<file path="config.mk">
export PLATFORM = sky130hd
export DESIGN_NAME = if_id_stall_ctrl
export DESIGN_NICKNAME = d
export VERILOG_FILES = /design/src/rtl/if_id_stall_ctrl.sv
export SDC_FILE = /design/constraint.sdc
export NUM_CORES = 1
export LEC_CHECK = 0
export ABC_CLOCK_PERIOD_IN_PS = 1700
export CORE_MARGIN = 1
export CORE_UTILIZATION = 37
export DETAILED_ROUTE_END_ITERATION = 12
export GPL_TIMING_DRIVEN = 0
export PLACE_DENSITY_LB_ADDON = 0.05
export RECOVER_POWER = 100
export SYNTH_ARGS = -nofsm -noshare
export SYNTH_HDL_FRONTEND = slang
export SYNTH_SLANG_ARGS = --single-unit
</file>
<file path="constraint.sdc">
create_clock -name clk -period 1.7 [get_ports clk]
set_input_delay 0.255 -clock clk [delete_from_list [all_inputs] [get_ports clk]]
set_output_delay 0.255 -clock clk [all_outputs]
set_load 0.03 [all_outputs]
</file>
<file path="src/rtl/if_id_stall_ctrl.sv">
// if_id_stall_ctrl: IF/ID register with stall/flush control, stall timeout and optional STALL_PERF_CNT_EN counters
module if_id_stall_ctrl #(
   parameter logic [31:0] NOP_INST  = 32'h0000_0013,
   parameter int unsigned MAX_STALL = 4
) (
   input  logic        clk,
   input  logic        rst,
   input  logic        stall_req,
   input  logic        flush_req,
   input  logic [31:0] if_pc,
   input  logic [31:0] if_inst,
   output logic [31:0] id_pc,
   output logic [31:0] id_inst,
   output logic        id_valid,
   output logic        pc_write,
   output logic        id_ex_bubble,
   output logic        stall_timeout,
   output logic [31:0] stall_cnt,
   output logic [31:0] flush_cnt
);
   typedef enum logic {RUN, STALL} state_t;
   localparam logic [3:0] MAX_LEN = 4'(MAX_STALL);
   state_t      state_q, state_d;
   logic [3:0]  run_len_q, run_len_d;
   logic [31:0] id_pc_q, id_pc_d, id_inst_q, id_inst_d;
   logic        id_valid_q, id_valid_d, stall_timeout_q, stall_timeout_d;
   logic        eff_stall;
   assign eff_stall    = stall_req & ~flush_req;
   assign pc_write     = ~eff_stall;
   assign id_ex_bubble = stall_req | flush_req;
   assign id_pc        = id_pc_q;
   assign id_inst      = id_inst_q;
   assign id_valid     = id_valid_q;
   assign stall_timeout = stall_timeout_q;
   // IF/ID next value: flush squashes, stall holds, otherwise advance
   always_comb begin
      id_pc_d    = flush_req ? 32'd0 : stall_req ? id_pc_q : if_pc;
      id_inst_d  = flush_req ? NOP_INST : stall_req ? id_inst_q : if_inst;
      id_valid_d = flush_req ? 1'b0 : stall_req ? id_valid_q : 1'b1;
   end
   // stall-run FSM next state; run length saturates at 15
   always_comb begin
      state_d   = eff_stall ? STALL : RUN;
      run_len_d = !eff_stall ? 4'd0 :
                  state_q == RUN ? 4'd1 :
                  run_len_q == 4'hF ? 4'hF : run_len_q + 4'd1;
   end
   // sticky timeout raised on the edge where the run length hits the limit
   always_comb begin
      stall_timeout_d = stall_timeout_q | (eff_stall & (run_len_d == MAX_LEN));
   end
   // state, IF/ID and timeout registers
   always_ff @(posedge clk) begin
      if (rst) begin
         state_q         <= RUN;
         run_len_q       <= 4'd0;
         id_pc_q         <= 32'd0;
         id_inst_q       <= NOP_INST;
         id_valid_q      <= 1'b0;
         stall_timeout_q <= 1'b0;
      end else begin
         state_q         <= state_d;
         run_len_q       <= run_len_d;
         id_pc_q         <= id_pc_d;
         id_inst_q       <= id_inst_d;
         id_valid_q      <= id_valid_d;
         stall_timeout_q <= stall_timeout_d;
      end
   end
`ifdef STALL_PERF_CNT_EN
   logic [31:0] stall_cnt_q, stall_cnt_d, flush_cnt_q, flush_cnt_d;
   assign stall_cnt = stall_cnt_q;
   assign flush_cnt = flush_cnt_q;
   // saturating event counters
   always_comb begin
      stall_cnt_d = (eff_stall && stall_cnt_q != '1) ? stall_cnt_q + 32'd1 : stall_cnt_q;
      flush_cnt_d = (flush_req && flush_cnt_q != '1) ? flush_cnt_q + 32'd1 : flush_cnt_q;
   end
   // counter registers
   always_ff @(posedge clk) begin
      if (rst) begin
         stall_cnt_q <= 32'd0;
         flush_cnt_q <= 32'd0;
      end else begin
         stall_cnt_q <= stall_cnt_d;
         flush_cnt_q <= flush_cnt_d;
      end
   end
`else
   assign stall_cnt = 32'd0;
   assign flush_cnt = 32'd0;
`endif
endmodule

</file>
==> results of run 1 <==
how the worst max path moves through the flow:
stage                   endpoint  slack [ns]
floorplan           id_ex_bubble        0.47
global placement        pc_write       -0.19
detailed placement      pc_write       -0.20
CTS                    id_pc[15]        0.05
global route          id_inst[3]        0.01
finish                 id_pc[15]        0.08
flip-flops by register name, indices dropped and copies added, names as in the netlist:
register / cells
run_len_q: 4
id_valid: 1
id_inst: 32
id_pc: 32
state_q: 1
stall_timeout: 1
power by group through the flow:
stage	combinational (uW)	clock, uW	sequential [uW]
floorplan	517	0	1880
global placement	907	0	1780
detailed placement	911	0	1780
CTS	911	1210	1740
global route	955	1280	1750
finish	892	1160	1740
per-stage QoR:
step	util (%)	area [um2]	cells	total power, uW
floorplan	-	3420	367	2396
global placement	59.24	4892	606	2684
detailed placement	59.24	4892	606	2691
CTS	61.20	5054	620	3866
global route	60.38	4986	620	3986
finish	60.38	4986	620	3789
cells in the final DEF, fill, tap and decap left out:
master and n:
sky130_fd_sc_hd__mux2i_1 65, sky130_fd_sc_hd__conb_1 64, sky130_fd_sc_hd__or2_1 2, sky130_fd_sc_hd__clkbuf_1 3, sky130_fd_sc_hd__nor2_2 6, sky130_fd_sc_hd__xor2_1 1
sky130_fd_sc_hd__and3_1 1, sky130_fd_sc_hd__buf_8 2, sky130_fd_sc_hd__dlygate4sd2_1 2, sky130_fd_sc_hd__a21oi_1 2, sky130_fd_sc_hd__buf_4 67, sky130_fd_sc_hd__a41o_1 1
sky130_fd_sc_hd__nor2_1 60, sky130_fd_sc_hd__buf_6 8, sky130_fd_sc_hd__nand2_1 4, sky130_fd_sc_hd__buf_12 1, sky130_fd_sc_hd__clkdlybuf4s50_1 131, sky130_fd_sc_hd__nand3_1 3
sky130_fd_sc_hd__nor3_1 1, sky130_fd_sc_hd__clkbuf_8 11, sky130_fd_sc_hd__dfxtp_1 71, sky130_fd_sc_hd__nand2b_1 2, sky130_fd_sc_hd__inv_1 2, sky130_fd_sc_hd__clkinv_2 1
sky130_fd_sc_hd__dlygate4sd3_1 1, sky130_fd_sc_hd__a311oi_1 1, sky130_fd_sc_hd__ha_1 1, sky130_fd_sc_hd__nor2b_1 1
per-layer routing:
| layer | up-vias | GRT usage [%] |
|---|---|---|
| met3 | 7 | 7.246 |
| met4 | 0 | 5.303 |
| met2 | 112 | 26.20 |
| met5 | - | 0 |
| li1 | 1271 | - |
| met1 | 1071 | 17.14 |
cells by family after synthesis:
logic type | Yosys count | synth area share (%)
compound gates | 4 | 0.9042
xor+xnor | 1 | 0.2752
fa+ha+maj | 1 | 0.3930
buf+inv | 81 | 20.79
flops | 71 | 44.65
mux | 65 | 20.44
other cells | 1 | 0.1178
simple gates | 80 | 12.42
Yosys cell counts, types with 2 or more instances:
library cell               number  area share, %
sky130_fd_sc_hd__buf_4         67             16
sky130_fd_sc_hd__dfxtp_1       71             45
sky130_fd_sc_hd__nand3_1        3           0.47
sky130_fd_sc_hd__nand2b_1       2           0.39
sky130_fd_sc_hd__nand2_1        4           0.47
sky130_fd_sc_hd__or2_1          2           0.39
sky130_fd_sc_hd__nor2_2        30            5.9
sky130_fd_sc_hd__buf_6          9            3.2
sky130_fd_sc_hd__nor2_1        36            4.2
sky130_fd_sc_hd__a21oi_1        2           0.31
sky130_fd_sc_hd__inv_1          2           0.24
sky130_fd_sc_hd__buf_8          2           0.94
sky130_fd_sc_hd__mux2i_1       65             20
layout make-up:
type / count / area [um2] / area share [%]
flip-flops and latches: 71 / 1421 / 28.51
inverters: 2 / 7.507 / 0.1506
clock buffers: 13 / 158.9 / 3.187
multi-input cells: 215 / 1276 / 25.60
repair buffers: 134 / 1339 / 26.85
plain buffers: 79 / 646.9 / 12.97
clock inverters: 1 / 5.005 / 0.1004
well taps: 105 / 131.4 / 2.635
==> reports/metrics.cfg, run 1 <==
[power_and_ir_drop]
switching_share_pct = 27.84
share_clk_of_total_power_pct = 30.5
peakVddDrop_mv = 0.4932
p_per_area_mw_per_mm2 = 759.9
cellLeakagePower_uw = 0.002336
pwr-share-comb_pct = 23.5
switchingPower_uw = 1055
power.internal_uw = 2734
power.sequential.fraction_pct = 46.0

[timing]
final_setup_viols = 0
rsz0062_at_grt = no
hold_violations = 0
maxSlewHeadroom_pct = 62.37
holdWs_ns = 0.2623
final.setup_skew_ns = 0.002471
timing.setup.tns_ns = 0
drv_slew = 0
timing.final.crit_period_ns = 1.625
achievable-frequency_mhz = 615.4
layout_setup_ws_ns = 0.07516
tightest_slew_ns = 0.5645
period_share_pct = 95.58

[setup_path]
worst_setup_path_start_kind = register
critical_path.max_stage_delay_ns = 0.70
rr_worst_depth = 4
family_with_the_most_delay_on_the_worst_path = buffers and inverters
critical-path-slowest-cell = sky130_fd_sc_hd__clkdlybuf4s50_1
timing.reg2reg.setup_slack_ns = 0.42
setup.worst_path.start = id_pc[15]
critical_path_at_ns = 1.37
crit_path_end_kind = output pin
setup.worst_path.class = register to output pin
timing.critical_path.depth = 1
worst-path-max-fanout = 2
timing.critical_path.cells = clkdlybuf4s50_1
r2r_end = stall_timeout
cp_num_buf_inv = 1
required_ns = 1.44
timing.rr.start = run_len_q[0]

[route]
routed-wl-met3_um = 760
detail_route.wirelength.met1_um = 2734
route.met2.wl_um = 3327
vias_per_instance = 3.969
finalWirelength_um = 6888
detailedRoute.firstPassIterationCount = 3
detail_route.iter0.violations = 50
dr_total_vias = 2461
post-route-drc-count = 0
drtAntennaViolNets = 0
top_layer = met4
post_drt_wl_per_cell_um = 11.11

[die]
cell_rows = 33
dieArea_mm2 = 0.008978
top_level_ports = 200
floorplan.die.height_um = 94.75
chipWidth_um = 94.75
core_region_area_mm2 = 0.008258
start_util_pct = 38.55

[placement]
place.gp.congestion = 0.7689
io_buffers = 134
dp_worst_setup_slack_ns = -0.1987
post-dp-hpwl_um = 5420

[run]
max_cap_viol_count = 0

[hold_path]
worst_hold_path.num_cells = 3
hold_start = stall_req
hold_path.class = input pin to register
worst_hold_path.endpoint = run_len_q[0]

[synth]
synth_enable_flop_cells = 0
syn_avg_cell_area_um2 = 10.47
synth.yosys.seq_area_share_pct = 44.65
mappedNetlistArea_mm2 = 0.003183
synth.yosys.warnings = 0
post_synth_inst_count = 304
async_flop_share_pct = 0
ys_dominant_reg_cell = sky130_fd_sc_hd__dfxtp_1
yosys.cell_types.count = 22
synth.ff_latch_count = 71

[clock_network]
root_buffer = sky130_fd_sc_hd__clkbuf_8
htreeDepth = 3
post-cts-setup-buffers = 0
cts_buffers = 9
worst_skew_pair.late_latency_ns = 0.33
path_clk_slew_ns = 0.06
tritoncts = done
cts.hold.buffers_added = 0
cts.sink_count = 71
cts_resized = 2
cts_buffer_depth = 2

[global_routing]
first_global_vias = 2258
number_of_antenna_violations_at_the_first_check_in_global_routing = 0
grt_util_all_layers_pct = 15.54
grt_pass1_wl_um = 10610
globalRoute.totalOverflow = 0
grt_max_degree = 11

[cells_and_area]
count_of_filler_cells_inserted_in_the_layout = 754
area.growth.synth_to_final_pct = 56.64
final_nets = 581
diodes = 0
drive_above_1_share_pct = 18.64

[outcome]
run_status = complete, no violations

No activity file was read; power rests on OpenSTA's default activity.
==> inputs of run 2 (changes only) <==
--- a/config.mk
+++ b/config.mk
@@ -6,7 +6,6 @@
 export NUM_CORES = 1
 export LEC_CHECK = 0
 export ABC_CLOCK_PERIOD_IN_PS = 1700
-export CORE_MARGIN = 1
 export CORE_UTILIZATION = 37
 export DETAILED_ROUTE_END_ITERATION = 12
 export GPL_TIMING_DRIVEN = 0
==> results of run 2 <==
Final layout, timing and power as in run 1 (identical DEF).
==> inputs of run 3 (changes only) <==
--- a/config.mk
+++ b/config.mk
@@ -6,7 +6,9 @@
 export NUM_CORES = 1
 export LEC_CHECK = 0
 export ABC_CLOCK_PERIOD_IN_PS = 1700
-export CORE_UTILIZATION = 37
+export CORE_UTILIZATION = 38
+export CTS_BUF_LIST = sky130_fd_sc_hd__clkbuf_8
+export CTS_CLUSTER_SIZE = 16
 export DETAILED_ROUTE_END_ITERATION = 12
 export GPL_TIMING_DRIVEN = 0
 export PLACE_DENSITY_LB_ADDON = 0.05
==> reports/metrics.cfg, run 3 (same netlist as run 1, synthesis figures left out) <==
[timing]
timing.setup.tns_ns = 0  ; unchanged
final_setup_viols = 0  ; unchanged
period_share_pct = 95.38  ; -0.20 points
hold_violations = 0  ; unchanged
drv_slew = 0  ; unchanged
rsz0062_at_grt = no
holdWs_ns = 0.2716  ; +0.009313 ns
timing.final.crit_period_ns = 1.621  ; -0.003369 ns
final.setup_skew_ns = 0.005035  ; +0.002564 ns
achievable-frequency_mhz = 616.7  ; +0.21%

[power_and_ir_drop]
p_per_area_mw_per_mm2 = 749.2  ; -1.4%
switchingPower_uw = 1067  ; +1.2%
share_clk_of_total_power_pct = 29.6  ; -0.9 points
power.internal_uw = 2674  ; -2.2%
pwr-share-comb_pct = 23.8  ; +0.3 points
switching_share_pct = 28.52  ; +0.68 points
cellLeakagePower_uw = 0.002331  ; -0.19%
peakVddDrop_mv = 0.7028  ; +42%
power.sequential.fraction_pct = 46.6  ; +0.6 points

[global_routing]
number_of_antenna_violations_at_the_first_check_in_global_routing = 0  ; unchanged
grt_pass1_wl_um = 10450  ; -1.6%
grt_max_degree = 11  ; unchanged
grt_util_all_layers_pct = 15.42  ; -0.12 points
globalRoute.totalOverflow = 0  ; unchanged
first_global_vias = 2200  ; -2.6%

[setup_path]
family_with_the_most_delay_on_the_worst_path = buffers and inverters
r2r_end = stall_timeout
worst_setup_path_start_kind = register
timing.critical_path.cells = clkdlybuf4s50_1
rr_worst_depth = 4  ; unchanged
critical_path.max_stage_delay_ns = 0.69  ; about the same
critical-path-slowest-cell = sky130_fd_sc_hd__clkdlybuf4s50_1
required_ns = 1.44  ; about the same
critical_path_at_ns = 1.37  ; about the same
timing.reg2reg.setup_slack_ns = 0.40  ; -0.02 ns
cp_num_buf_inv = 1  ; unchanged
timing.rr.start = run_len_q[0]
setup.worst_path.class = register to output pin
worst-path-max-fanout = 2  ; unchanged
crit_path_end_kind = output pin

[route]
dr_total_vias = 2443  ; -0.73%
post_drt_wl_per_cell_um = 10.75  ; -3.2%
post-route-drc-count = 0  ; unchanged
vias_per_instance = 3.934  ; -0.89%
detail_route.iter0.violations = 41  ; -18%
detailedRoute.firstPassIterationCount = 2  ; -1
finalWirelength_um = 6675  ; -3.1%
drtAntennaViolNets = 0  ; unchanged

[placement]
place.gp.congestion = 0.8037  ; +4.5%
post-dp-hpwl_um = 5171  ; -4.6%
io_buffers = 134  ; unchanged

[cells_and_area]
final_common_cell = sky130_fd_sc_hd__clkdlybuf4s50_1
area.growth.synth_to_final_pct = 56.88
storage_element_area_mm2 = 0.001421  ; unchanged
final_nets = 581  ; unchanged
drive_above_1_share_pct = 22.29  ; +3.6 points
diodes = 0  ; unchanged
count_of_filler_cells_inserted_in_the_layout = 720  ; -4.5%
most-common-layout-cells = 132 x sky130_fd_sc_hd__clkdlybuf4s50_1, 71 x sky130_fd_sc_hd__dfxtp_1, 67 x sky130_fd_sc_hd__buf_4
multi_input_area_mm2 = 0.001326  ; +3.9%

[clock_network]
worst_skew_pair.late_latency_ns = 0.33  ; about the same
cts_buffer_depth = 2  ; unchanged
htreeDepth = 3  ; unchanged
post-cts-setup-buffers = 0  ; unchanged
cts.sink_count = 71  ; unchanged
cts.hold.buffers_added = 0  ; unchanged
tritoncts = done
cts_resized = 2  ; unchanged
path_clk_slew_ns = 0.07  ; about the same
root_buffer = sky130_fd_sc_hd__clkbuf_8
cts_buffers = 9  ; unchanged

[run]
max_cap_viol_count = 0  ; unchanged

[die]
core_region_area_mm2 = 0.008175  ; -1.0%
start_util_pct = 38.93  ; +0.39 points
dieArea_mm2 = 0.008746  ; -2.6%
chipWidth_um = 93.52  ; -1.3%
cell_rows = 33  ; unchanged
top_level_ports = 200  ; unchanged
floorplan.die.height_um = 93.52  ; -1.3%

[hold_path]
worst_hold_path.endpoint = state_q
hold_path.class = input pin to register
hold_start = stall_req
worst_hold_path.num_cells = 3  ; unchanged

[outcome]
run_status = complete, no violations

[run 3: per-stage QoR]
| step | util (%) | worst slack (ns) | area (um2) | total power [uW] | std cells |
|---|---|---|---|---|---|
| 2_1_floorplan | - | 0.4658 | 3420 | 2396 | 367 |
| 3_3_place_gp | 59.84 | -0.1928 | 4892 | 2684 | 606 |
| 3_5_place_dp | 59.84 | -0.1899 | 4892 | 2690 | 606 |
| 4_1_cts | 61.74 | 0.04392 | 5047 | 3806 | 621 |
| 5_1_grt | 61.08 | 0.005960 | 4994 | 3936 | 621 |
| 6_report | 61.08 | 0.07853 | 4994 | 3741 | 621 |
[run 3: worst max-delay path by stage]
stage,start,to,cells past startpoint
CTS,id_inst[30],id_inst[30],1
global route,id_inst[30],id_inst[30],1
finish,id_pc[7],id_pc[7],1
detailed placement,flush_req,pc_write,3
global placement,flush_req,pc_write,3
floorplan,stall_req,id_ex_bubble,4
[run 3: cell type report]
cell class                      instances  area share, %
Buffer                                 79          12.20
Clock buffer                           10          2.756
Clock inverter                          5         0.4009
Inverter                                2         0.1503
Multi-Input combinational cell        215          26.56
Sequential cell                        71          28.46
Tap cell                              105          2.631
Timing Repair Buffer                  134          26.84
[run 3: layer usage]
layer | share of wire, % | GRT usage (%)
met1 | 41 | 17.02
met5 | 0 | 0
met4 | 0.97 | 5.256
met3 | 10 | 6.423
met2 | 48 | 26.59
[run 3: power by group through the flow]
| stage | clock (uW) | sequential, uW | combinational [uW] |
|---|---|---|---|
| after floorplan | 0 | 1880 | 517 |
| after global placement | 0 | 1780 | 906 |
| after detailed placement | 0 | 1780 | 910 |
| after CTS | 1150 | 1740 | 911 |
| after global routing | 1240 | 1750 | 953 |
| final | 1110 | 1740 | 892 |
